<file path="config.mk">
export PLATFORM = sky130hd
export DESIGN_NAME = trap_filter_ctrl
export DESIGN_NICKNAME = d
export VERILOG_FILES = /design/src/rtl/trap_ctrl_pkg.sv /design/src/rtl/trap_ctrl_timer.sv /design/src/rtl/trap_filter_ctrl.sv
export SDC_FILE = /design/constraint.sdc
export NUM_CORES = 1
export LEC_CHECK = 0
export CAP_MARGIN = 0
export CORE_ASPECT_RATIO = 0.5
export CORE_UTILIZATION = 47
export CTS_CLUSTER_DIAMETER = 200
export CTS_CLUSTER_SIZE = 28
export DETAILED_ROUTE_END_ITERATION = 16
export MAX_ROUTING_LAYER = met4
export PLACE_DENSITY_LB_ADDON = 0.3
export SYNTH_ARGS = -nofsm -noshare
export SYNTH_HDL_FRONTEND = slang
export SYNTH_SLANG_ARGS = --single-unit
export TNS_END_PERCENT = 5
</file>
<file path="constraint.sdc">
create_clock -name clk -period 5.25 [get_ports clk]
set_clock_uncertainty 0.15 [all_clocks]
set_input_delay 1.05 -clock clk [delete_from_list [all_inputs] [get_ports clk]]
set_output_delay 1.05 -clock clk [all_outputs]
set_load 0.005 [all_outputs]
</file>
<file path="src/rtl/trap_ctrl_pkg.sv">
`default_nettype none
// +--------------------------------------------------------------------+
// | trap_ctrl_pkg                                                      |
// | Shared types, defaults and config check for trap_filter_ctrl.      |
// | Rev 1.0 - initial release                                          |
// +--------------------------------------------------------------------+
package trap_ctrl_pkg;

  localparam int K_W_DEF      = 6;
  localparam int M_W_DEF      = 10;
  localparam int MAX_BUF_DEF  = 64;
  localparam int PIPE_LAT_DEF = 4;

  typedef enum logic [1:0] {
    IDLE   = 2'd0,
    FLUSH  = 2'd1,
    SETTLE = 2'd2,
    RUN    = 2'd3
  } state_t;

  typedef struct packed {
    logic [K_W_DEF-1:0] k;
    logic [K_W_DEF-1:0] l;
    logic [M_W_DEF-1:0] m;
  } cfg_t;

  // Evaluated in 32-bit arithmetic so k+l can never wrap.
  function automatic logic cfg_is_valid(input int unsigned k,
                                        input int unsigned l,
                                        input int unsigned max_buf);
    return (l >= 1) && (k >= l) && ((k + l) <= (max_buf - 1));
  endfunction

endpackage
`default_nettype wire

</file>
<file path="src/rtl/trap_ctrl_timer.sv">
`default_nettype none
// +--------------------------------------------------------------------+
// | trap_ctrl_timer                                                    |
// | Loadable down-counter; done flags the final count of a phase.      |
// | Rev 1.0 - initial release                                          |
// +--------------------------------------------------------------------+
module trap_ctrl_timer #(
  parameter int W = 8
) (
  input  logic         clk,
  input  logic         reset,
  input  logic         load,
  input  logic [W-1:0] load_val,
  output logic [W-1:0] cnt,
  output logic         done
);

  logic [W-1:0] cnt_q, cnt_d;

  always_comb begin
    cnt_d = cnt_q;
    if (load) begin
      cnt_d = load_val;
    end else if (cnt_q != '0) begin
      cnt_d = cnt_q - W'(1);
    end
  end

  always_ff @(posedge clk) begin
    if (reset) begin
      cnt_q <= '0;
    end else begin
      cnt_q <= cnt_d;
    end
  end

  assign cnt  = cnt_q;
  assign done = (cnt_q == W'(1));

endmodule
`default_nettype wire

</file>
<file path="src/rtl/trap_filter_ctrl.sv">
`default_nettype none
// +--------------------------------------------------------------------+
// | trap_filter_ctrl                                                   |
// | Config handshake + flush/settle sequencer for the trapezoid filter.|
// | Optional saturation blanking: define TRAP_CTRL_SAT_BLANK_EN.       |
// | Rev 1.0 - initial release                                          |
// +--------------------------------------------------------------------+
module trap_filter_ctrl
  import trap_ctrl_pkg::*;
#(
  parameter int K_W           = K_W_DEF,
  parameter int M_W           = M_W_DEF,
  parameter int MAX_BUF       = MAX_BUF_DEF,
  parameter int PIPE_LAT      = PIPE_LAT_DEF,
  parameter int SIZE_ADC_DATA = 12,
  parameter int SAT_W         = 16
) (
  input  logic                     clk,
  input  logic                     reset,
  input  logic                     cfg_valid,
  output logic                     cfg_ready,
  input  logic [K_W-1:0]           cfg_k,
  input  logic [K_W-1:0]           cfg_l,
  input  logic [M_W-1:0]           cfg_m,
  output logic                     cfg_err,
  input  logic                     run_en,
  input  logic [SIZE_ADC_DATA-1:0] adc_data,
  output logic [K_W-1:0]           filt_k,
  output logic [K_W-1:0]           filt_l,
  output logic [M_W-1:0]           filt_m,
  output logic                     filt_clr,
  output logic                     out_valid,
  output logic                     busy,
  output logic [SAT_W-1:0]         sat_cnt
);

  localparam int T_W = K_W + 2;

  state_t         state_q, state_d;
  logic [K_W-1:0] filt_k_q, filt_k_d, filt_l_q, filt_l_d;
  logic [M_W-1:0] filt_m_q, filt_m_d;
  logic           cfg_loaded_q, cfg_loaded_d, filt_clr_q, filt_clr_d;
  logic           cfg_ready_q, cfg_ready_d, cfg_err_q, cfg_err_d;
  logic           out_valid_q, out_valid_d, busy_q, busy_d;
  logic           accept, cfg_ok, load_new, blank_active;
  logic           ph_load, ph_done;
  logic [T_W-1:0] ph_load_val, unused_ph_cnt;

  assign accept   = cfg_valid && cfg_ready_q;
  assign cfg_ok   = cfg_is_valid(32'(cfg_k), 32'(cfg_l), MAX_BUF);
  assign load_new = accept && cfg_ok;

  always_comb begin
    state_d      = state_q;
    filt_k_d     = filt_k_q;
    filt_l_d     = filt_l_q;
    filt_m_d     = filt_m_q;
    cfg_loaded_d = cfg_loaded_q;
    cfg_err_d    = accept && !cfg_ok;
    if (load_new) begin
      filt_k_d     = cfg_k;
      filt_l_d     = cfg_l;
      filt_m_d     = cfg_m;
      cfg_loaded_d = 1'b1;
    end
    case (state_q)
      IDLE: begin
        if (load_new) begin
          if (run_en) state_d = FLUSH;
        end else if (!accept && run_en && cfg_loaded_q) begin
          state_d = FLUSH;
        end
      end
      FLUSH: begin
        if (!run_en)      state_d = IDLE;
        else if (ph_done) state_d = SETTLE;
      end
      SETTLE: begin
        if (!run_en)      state_d = IDLE;
        else if (ph_done) state_d = RUN;
      end
      RUN: begin
        if (!run_en)       state_d = IDLE;
        else if (load_new) state_d = FLUSH;
      end
      default: state_d = IDLE;
    endcase
    filt_clr_d  = (state_d == IDLE) || (state_d == FLUSH);
    cfg_ready_d = (state_d == IDLE) || (state_d == RUN);
    busy_d      = (state_d == FLUSH) || (state_d == SETTLE);
    out_valid_d = (state_d == RUN) && !blank_active;
    // Phase length comes from the config that will be active after this edge.
    ph_load     = (state_d != state_q);
    ph_load_val = T_W'(filt_k_d) + T_W'(filt_l_d) +
                  ((state_d == FLUSH) ? T_W'(1) : T_W'(PIPE_LAT));
  end

  always_ff @(posedge clk) begin
    if (reset) begin
      state_q      <= IDLE;
      filt_k_q     <= '0;
      filt_l_q     <= '0;
      filt_m_q     <= '0;
      cfg_loaded_q <= 1'b0;
      filt_clr_q   <= 1'b1;
      cfg_ready_q  <= 1'b0;
      cfg_err_q    <= 1'b0;
      out_valid_q  <= 1'b0;
      busy_q       <= 1'b0;
    end else begin
      state_q      <= state_d;
      filt_k_q     <= filt_k_d;
      filt_l_q     <= filt_l_d;
      filt_m_q     <= filt_m_d;
      cfg_loaded_q <= cfg_loaded_d;
      filt_clr_q   <= filt_clr_d;
      cfg_ready_q  <= cfg_ready_d;
      cfg_err_q    <= cfg_err_d;
      out_valid_q  <= out_valid_d;
      busy_q       <= busy_d;
    end
  end

  trap_ctrl_timer #(.W(T_W)) u_phase_timer (
    .clk      (clk),
    .reset    (reset),
    .load     (ph_load),
    .load_val (ph_load_val),
    .cnt      (unused_ph_cnt),
    .done     (ph_done)
  );

`ifdef TRAP_CTRL_SAT_BLANK_EN
  logic             sat_hit, blank_load, blank_done;
  logic [T_W-1:0]   blank_cnt, blank_load_val;
  logic [SAT_W-1:0] sat_cnt_q, sat_cnt_d;

  assign sat_hit = (state_q == RUN) && ((adc_data == '1) || (adc_data == '0));
  // Reloading zero whenever RUN is left keeps a stale window out of the next run.
  assign blank_load     = sat_hit || (state_d != RUN);
  assign blank_load_val = (sat_hit && (state_d == RUN)) ?
                          (T_W'(filt_k_q) + T_W'(filt_l_q) + T_W'(PIPE_LAT)) : '0;
  assign blank_active   = sat_hit || ((blank_cnt != '0) && !blank_done);

  trap_ctrl_timer #(.W(T_W)) u_blank_timer (
    .clk      (clk),
    .reset    (reset),
    .load     (blank_load),
    .load_val (blank_load_val),
    .cnt      (blank_cnt),
    .done     (blank_done)
  );

  always_comb begin
    sat_cnt_d = sat_cnt_q;
    if (load_new) begin
      sat_cnt_d = '0;
    end else if (sat_hit && (sat_cnt_q != {SAT_W{1'b1}})) begin
      sat_cnt_d = sat_cnt_q + SAT_W'(1);
    end
  end

  always_ff @(posedge clk) begin
    if (reset) begin
      sat_cnt_q <= '0;
    end else begin
      sat_cnt_q <= sat_cnt_d;
    end
  end

  assign sat_cnt = sat_cnt_q;
`else
  logic unused_adc;
  assign unused_adc   = ^adc_data;
  assign blank_active = 1'b0;
  assign sat_cnt      = '0;
`endif

  assign cfg_ready = cfg_ready_q;
  assign cfg_err   = cfg_err_q;
  assign filt_k    = filt_k_q;
  assign filt_l    = filt_l_q;
  assign filt_m    = filt_m_q;
  assign filt_clr  = filt_clr_q;
  assign out_valid = out_valid_q;
  assign busy      = busy_q;

endmodule
`default_nettype wire

</file>
**Word-level counts from Yosys, hierarchy flattened**

Cells that the tools add are included.

- $lt $le $gt $ge: 3
- Divide/modulo/power cells: 0
- Eq/ne operators: 8
- Shift-type cells: 0
- Reductions and logical operators: 16
- Bitwise logic cells: 0
- $add $sub $neg: 4
- Multipliers: 0
- Muxes and demuxes: 15

Operator list:

| operator | number |
|---|---|
| $mux 2 | 9 |
| $mux 8 | 2 |
| $add 6x6->7 | 2 |
| $mux 6 | 2 |
| $add 7x3->8 | 1 |
| $eq 2x2->1 const B | 4 |
| $eq 8x1->1 const B | 1 |
| $pmux 2 s4 | 1 |
| $reduce_bool 8->1 | 1 |
| $sub 8x1->8 const B | 1 |
| $le 7x6->1 const B | 1 |
| $logic_and 1x1->1 | 7 |
| $ge 6x1->1 const B | 1 |
| $ge 6x6->1 | 1 |
| $eq 2x1->1 const B | 2 |
| $logic_not 2->1 | 2 |
| $logic_or 1x1->1 | 3 |
| $mux 3 | 1 |
| $logic_not 1->1 | 2 |
| $ne 2x2->1 | 1 |
| $reduce_bool 2->1 | 1 |

- Memories kept: 0
- Output and inout bits: 43
- Latch bits: 0
- Memory bits (writable): 0
- Word-level logic and storage cells: 57
- Register bits: 38
- Memory bits (read-only): 0

**Longest topological paths before layout**

- Depth after elaboration: 11
- Mapped depth: 19
- Depth with buffers taken out: 19

**Cells and area by module**

Synthesis repeated with hierarchy kept, for this count alone.

- Cells, all modules: 308
- Area total of the unflattened synthesis: 2565.0 um^2

By module, submodules not included:

| module | cells each | times used | sequential area each (um^2) | area each (um^2) |
|---|---|---|---|---|
| trap_filter_ctrl | 255 | 1 | 600.6 | 2057.0 |
| trap_ctrl_timer | 53 | 1 | 160.2 | 508.0 |

**Worst setup path before layout**

OpenSTA, ideal clock, no wires.

- Path kind: input port to flip-flop
- Start: input port cfg_l[4]
- End: register u_phase_timer.cnt_q[5], in the netlist u_phase_timer.cnt[5]
- Arrival: 4355 ps
- Required time: 4979 ps
- Stages: 17
- Slack: 624 ps
- Cells stage by stage: inv_1 > ha_1 > a21o_1 > a221oi_4 > nor2_4 > buf_6 > mux2_4 > ha_1 > a21o_1 > ha_1 > fa_1 > a21oi_1 > nor2_1 > nor2_1 > xor2_1 > nor2_1 > mux2_4

- Elaborated cells on any way between the ends: 20
- Those cells by class: 3 x add/sub; 3 x order compare; 2 x eq/ne; 8 x mux; 4 x reduce/logical

RTL lines:

| item | RTL line | RTL |
|---|---|---|
| start, declared | trap_filter_ctrl.sv:23 | `input logic [K_W-1:0] cfg_l,` |
| $add 6x6->7, or another cell as far along | trap_ctrl_pkg.sv:31 | `return (l >= 1) && (k >= l) && ((k + l) <= (max_buf - 1));` |
| $le 7x6->1 / $logic_and 1x1->1 (equally long branches) | trap_ctrl_pkg.sv:31 |  |
| $logic_and 1x1->1 (*) | trap_ctrl_pkg.sv:31 |  |
| $logic_and 1x1->1 (*) | trap_filter_ctrl.sv:51 | `assign load_new = accept && cfg_ok;` |
| $mux 6 (*) | trap_filter_ctrl.sv:60 | `if (load_new) begin` |
| named net filt_k_d[0] | trap_filter_ctrl.sv:40 | `logic [K_W-1:0] filt_k_q, filt_k_d, filt_l_q, filt_l_d;` |
| $add 6x6->7 (*) | trap_filter_ctrl.sv:94 | `ph_load_val = T_W'(filt_k_d) + T_W'(filt_l_d) +` |
| $add 7x3->8 (*) | trap_filter_ctrl.sv:94 |  |
| $mux 8 (*) | trap_ctrl_timer.sv:22 | `if (load) begin` |
| end signal, assigned | trap_ctrl_timer.sv:33 | `cnt_q <= cnt_d;` |
| end, declared | trap_ctrl_timer.sv:18 | `logic [W-1:0] cnt_q, cnt_d;` |

The timed path passes the listed nets; every way through them passes the cells marked *.
A chain may end at the register's enable or synchronous reset.

**Worst setup path in the final report**

- Start: input port cfg_l[0]
- End: register u_phase_timer.cnt_q[6], in the netlist u_phase_timer.cnt[6]

Same word-level chain as after synthesis.

==> results by stage <==
Clock network:
- The clock tree from TritonCTS is done.
- The count of instances resized after the clock tree is built is 0.
- The clock net in this run drives a total of 38 sinks.
- The clock tree root buffer cell is sky130_fd_sc_hd__clkbuf_8.
- For this design, the CTS-stage hold fixing added 0 buffers.
- The maximum level of the CTS H-tree is 2.
- After clock tree synthesis, the setup repair step added 0 buffers.
- The clock buffer count from CTS is 5.
- The clock-pin transition on the worst setup and hold timing paths is 0.08 ns.
- In this run the deepest clock path goes through 2 buffers.
- Clock latency on the worst-skew pair, taken at its later pin, is 0.30 ns.

Worst hold path:
- The worst hold path was traced through 2 stages.
- The worst hold path belongs to the class register to register.
- The startpoint identified for the worst hold timing path is cfg_loaded_q.

Floorplanning:
- 81 I/O pins were placed.
- The die span in y is 54.26 um.
- The number of rows in the core area is 18.
- The x dimension of the die is 106.5 um.
- The core area is 5090 um^2.
- The initial cell density of the core is 50.44%.
- The die covers 5780 um^2.

Setup path:
- In this run the critical register-to-register path is launched from u_phase_timer.cnt[4].
- The buffering stage count on the worst path with inverters included is 2.
- The worst setup path is launched from an input pin.
- The cell type with the highest occurrence count on the critical path is sky130_fd_sc_hd__ha_1.
- The worst setup path endpoint is u_phase_timer.cnt[6].
- For this design, the slowest cell found on the critical path is sky130_fd_sc_hd__clkdlybuf4s50_1.
- The critical path starts at cfg_l[0].
- The critical path goes through clkdlybuf4s50_1 > ha_1 > inv_1 > fa_1 > nor2_1 > o21ai_1 > nand3_2 > nor2_4 > mux2_1 > ha_1 > xnor2_2 > ha_1 > a21o_1 > a21oi_1 > o21bai_1 > a21oi_1 > xnor2_1 > o31ai_1.
- In this design, the stage delay of the slowest critical-path cell is 0.50 ns.
- The kind of cell with the highest combined delay on the critical path is compound AO/OA/AOI/OAI gates.
- The worst-case register-to-register setup slack is 1.51 ns.
- The critical path class is input pin to register.
- The critical path depth is 18.
- The data required time of the worst path is 5.30 ns.
- Of all nets on the critical path, the largest fanout is 7.
- The number of cell instances on the worst register-to-register path is 15.
- The worst setup path is captured at a register.
- The reg-to-reg critical path endpoint is u_phase_timer.cnt[6].
- The data arrival at the endpoint of the critical path is 5.07 ns.

Flow run:
- Across the run, the number of max-cap violations was 0.

Global route:
- The first global-routing pass estimated 9170 um of wire.
- The overall global routing resource usage is 21.70%.
- The maximum number of pins on one net before global-route repair is 28.
- The initial antenna violation count is 0.
- The via count of the first global-routing pass is 1951.
- After global routing the overflow that remains totals 0.

Yosys:
- Summing every instance area after synthesis gives 2567 um^2.
- Summing the areas of all xor and xnor instances in the mapped netlist gives 3.411% of the synthesized area.
- The post-synthesis async set-or-reset flop share is 0%.
- The netlist uses 50 different library cells.
- Yosys mapped a number of flops with a built-in enable equal to 0.
- Summing the areas of all compound-gate instances in the mapped netlist gives 11.74% of the synthesized area.
- The multiplexer area fraction after synthesis is 13.65%.
- The simple-gate share of the synthesized area is 17.59%.
- After synthesis, the largest family of logic cells by area is simple AND/OR/NAND/NOR gates.
- The post-synthesis sequential element count is 38.
- The adder and majority gate portion of the synthesized area is 15.20%.
- The Yosys warning count is 0.
- Synthesis produced a netlist whose cell count is 260.
- The most used flip-flop cell after synthesis is sky130_fd_sc_hd__dfxtp_1.
- For this run, the register share of the synthesized area comes to 29.63%.
- After synthesis, the mean cell area works out to 9.875 um^2.

Power and ir drop:
- The worst-case IR drop observed on VDD is 0.1268 mV.
- The completed layout was analyzed and its total power is 0.9297 mW.
- The leakage power summed over all cells is 1.471 nW.
- Dividing total power by cell area gives a power density of 279.7 nW/um^2.

Timing:
- The final count of hold timing violations came to 0.
- Timing would allow up to 199.2 MHz.
- The number of endpoints failing setup at the final stage is 0.
- The final worst-path setup slack is 0.2308 ns.
- After layout, the worst path uses 95.60% of the clock period.
- The post-route minimum period is 5.019 ns.
- The final max-slew violation count is 0.
- Setup repair after global routing left no endpoint under its margin.

Layout:
- Leaving out fill and tap cells, the most frequent cells in the layout are sky130_fd_sc_hd__clkdlybuf4s50_1 (52), sky130_fd_sc_hd__dfxtp_1 (38), sky130_fd_sc_hd__nor2_1 (29), sky130_fd_sc_hd__ha_1 (28), sky130_fd_sc_hd__buf_4 (18).
- The footprint of the flip-flops and latches is 760.7 um^2.
- The library cell used most frequently in the layout, excluding fill and tap cells, is sky130_fd_sc_hd__clkdlybuf4s50_1.
- The share of cells above drive strength 1 is 16.92%.
- The combined area of the multi-input logic cells is 1662 um^2.
- The net count of the finished layout is 398.
- The antenna diode count is 0.
- With fillers left out, the area of the finished cells amounts to 3324 um^2.
- Cells fill 65.31% of the core in the end.
- From synthesis to final layout, the design area changed by 29.48%.
- Fill cells in the final layout number 445.

Drt:
- The overall routed net length is 5535 um.
- In this run, the number of DRC markers left after iteration 0 of detailed routing was 58.
- The average wire length per cell after detail routing is 13.80 um.
- The DRC violations left is 0.
- The highest signal layer in the routed design is met4.
- The detailed router put a total of 2674 um of wire on met1.
- For this block, the via count after detailed routing is 1982.
- In the routed layout, each cell is associated on average with a via count of 4.943.
- The met2 layer wire length in the routed design is 2476 um.
- The length of the first detailed-routing pass in iterations is 6.
- The routed design uses 246 um of met3 wire.
- Once detail routing completed, the nets flagged for antenna violations numbered 0.

Placed design:
- The placed standard-cell area is 3209 um^2.
- OpenSTA, run right after detailed placement, puts the worst setup slack at -0.09809 ns.
- Once detailed placement completed, the half-perimeter wirelength came to 4380 um.
- The weighted congestion at the end of routability-driven global placement is 0.8307.
- Buffers placed on the I/O ports in this run total 52.

Run status:
- The run finished with clean final reports.
how the worst min path moves through the flow:
stage	endpoint	slack (ns)
5_1_grt	cfg_loaded_q	0.38
2_1_floorplan	cfg_loaded_q	0.28
4_1_cts	cfg_loaded_q	0.32
3_5_place_dp	cfg_loaded_q	0.31
6_report	cfg_loaded_q	0.32
3_3_place_gp	cfg_loaded_q	0.29
synth_stat cells (2+ instances only):
cell | n | area, um^2
sky130_fd_sc_hd__or3_1 | 2 | 12.51
sky130_fd_sc_hd__a21oi_1 | 8 | 40.04
sky130_fd_sc_hd__clkbuf_1 | 4 | 15.01
sky130_fd_sc_hd__mux2_4 | 13 | 195.2
sky130_fd_sc_hd__and3_1 | 2 | 12.51
sky130_fd_sc_hd__xnor2_1 | 9 | 78.83
sky130_fd_sc_hd__o21bai_1 | 2 | 15.01
sky130_fd_sc_hd__buf_4 | 16 | 120.1
sky130_fd_sc_hd__nand2_1 | 10 | 37.54
sky130_fd_sc_hd__and2_1 | 13 | 81.33
sky130_fd_sc_hd__nor2b_1 | 5 | 31.28
sky130_fd_sc_hd__buf_6 | 2 | 22.52
sky130_fd_sc_hd__nand3_1 | 3 | 15.01
sky130_fd_sc_hd__mux2_1 | 4 | 45.04
sky130_fd_sc_hd__o31ai_1 | 3 | 22.52
sky130_fd_sc_hd__a2111oi_2 | 2 | 30.03
sky130_fd_sc_hd__mux2i_1 | 11 | 110.1
sky130_fd_sc_hd__o21ai_1 | 3 | 15.01
sky130_fd_sc_hd__fa_1 | 2 | 40.04
sky130_fd_sc_hd__ha_1 | 28 | 350.3
sky130_fd_sc_hd__nor2_1 | 29 | 108.9
sky130_fd_sc_hd__a311o_1 | 2 | 20.02
sky130_fd_sc_hd__inv_1 | 16 | 60.06
sky130_fd_sc_hd__nor3_1 | 5 | 25.02
sky130_fd_sc_hd__a21o_1 | 4 | 30.03
sky130_fd_sc_hd__dfxtp_1 | 38 | 760.7
routing by layer:
layer,vias up,GRT usage (%)
met1,897,27.11
li1,1007,-
met3,16,4.167
met5,-,-
met2,62,36.36
met4,0,7.306
registers in the layout, indices dropped and copies added (netlist names), 2 cells and up:
signal / flops
u_phase_timer.cnt: 8
filt_l: 6
filt_m: 10
filt_k: 6
state_q: 2
stage by stage:
step	setup TNS, ns	instances	hold slack [ns]
3_5_place_dp	-0.1122	393	0.3052
3_3_place_gp	0	393	0.2948
4_1_cts	0	401	0.3241
5_1_grt	0	401	0.3776
2_1_floorplan	0	275	0.2829
6_report	0	401	0.3182
logic make-up (layout without fill, tap and decap cells):
group	count (synthesis)	after routing
DFF	38	38
AOI/OAI and AO/OA	34	34
xor gates and xnor gates	10	10
other	1	16
buffers and inverters	39	95
and+or+nand+nor	80	80
muxes	28	28
adders and majority gates	30	30
power by group:
part / internal (mW) / total, mW / switching, mW
clock network: 0.106 / 0.216 / 0.110
registers: 0.322 / 0.357 / 0.0352
logic: 0.190 / 0.357 / 0.167
layout make-up:
cell class | instances | area share [%]
tap | 70 | 2.635
sequential | 38 | 22.88
timing repair buffer | 70 | 19.72
clock inverter | 2 | 0.3764
multi-input combinational | 198 | 49.98
clock buffer | 6 | 2.484
inverter | 17 | 1.919
tightest hold or removal path, stage by stage, from the launching register on:
cell and delay, ns:
sky130_fd_sc_hd__dfxtp_1 0.33, sky130_fd_sc_hd__nor2_1 0.04, sky130_fd_sc_hd__nor2_1 0.07
Power figures use the tool's default switching activity.
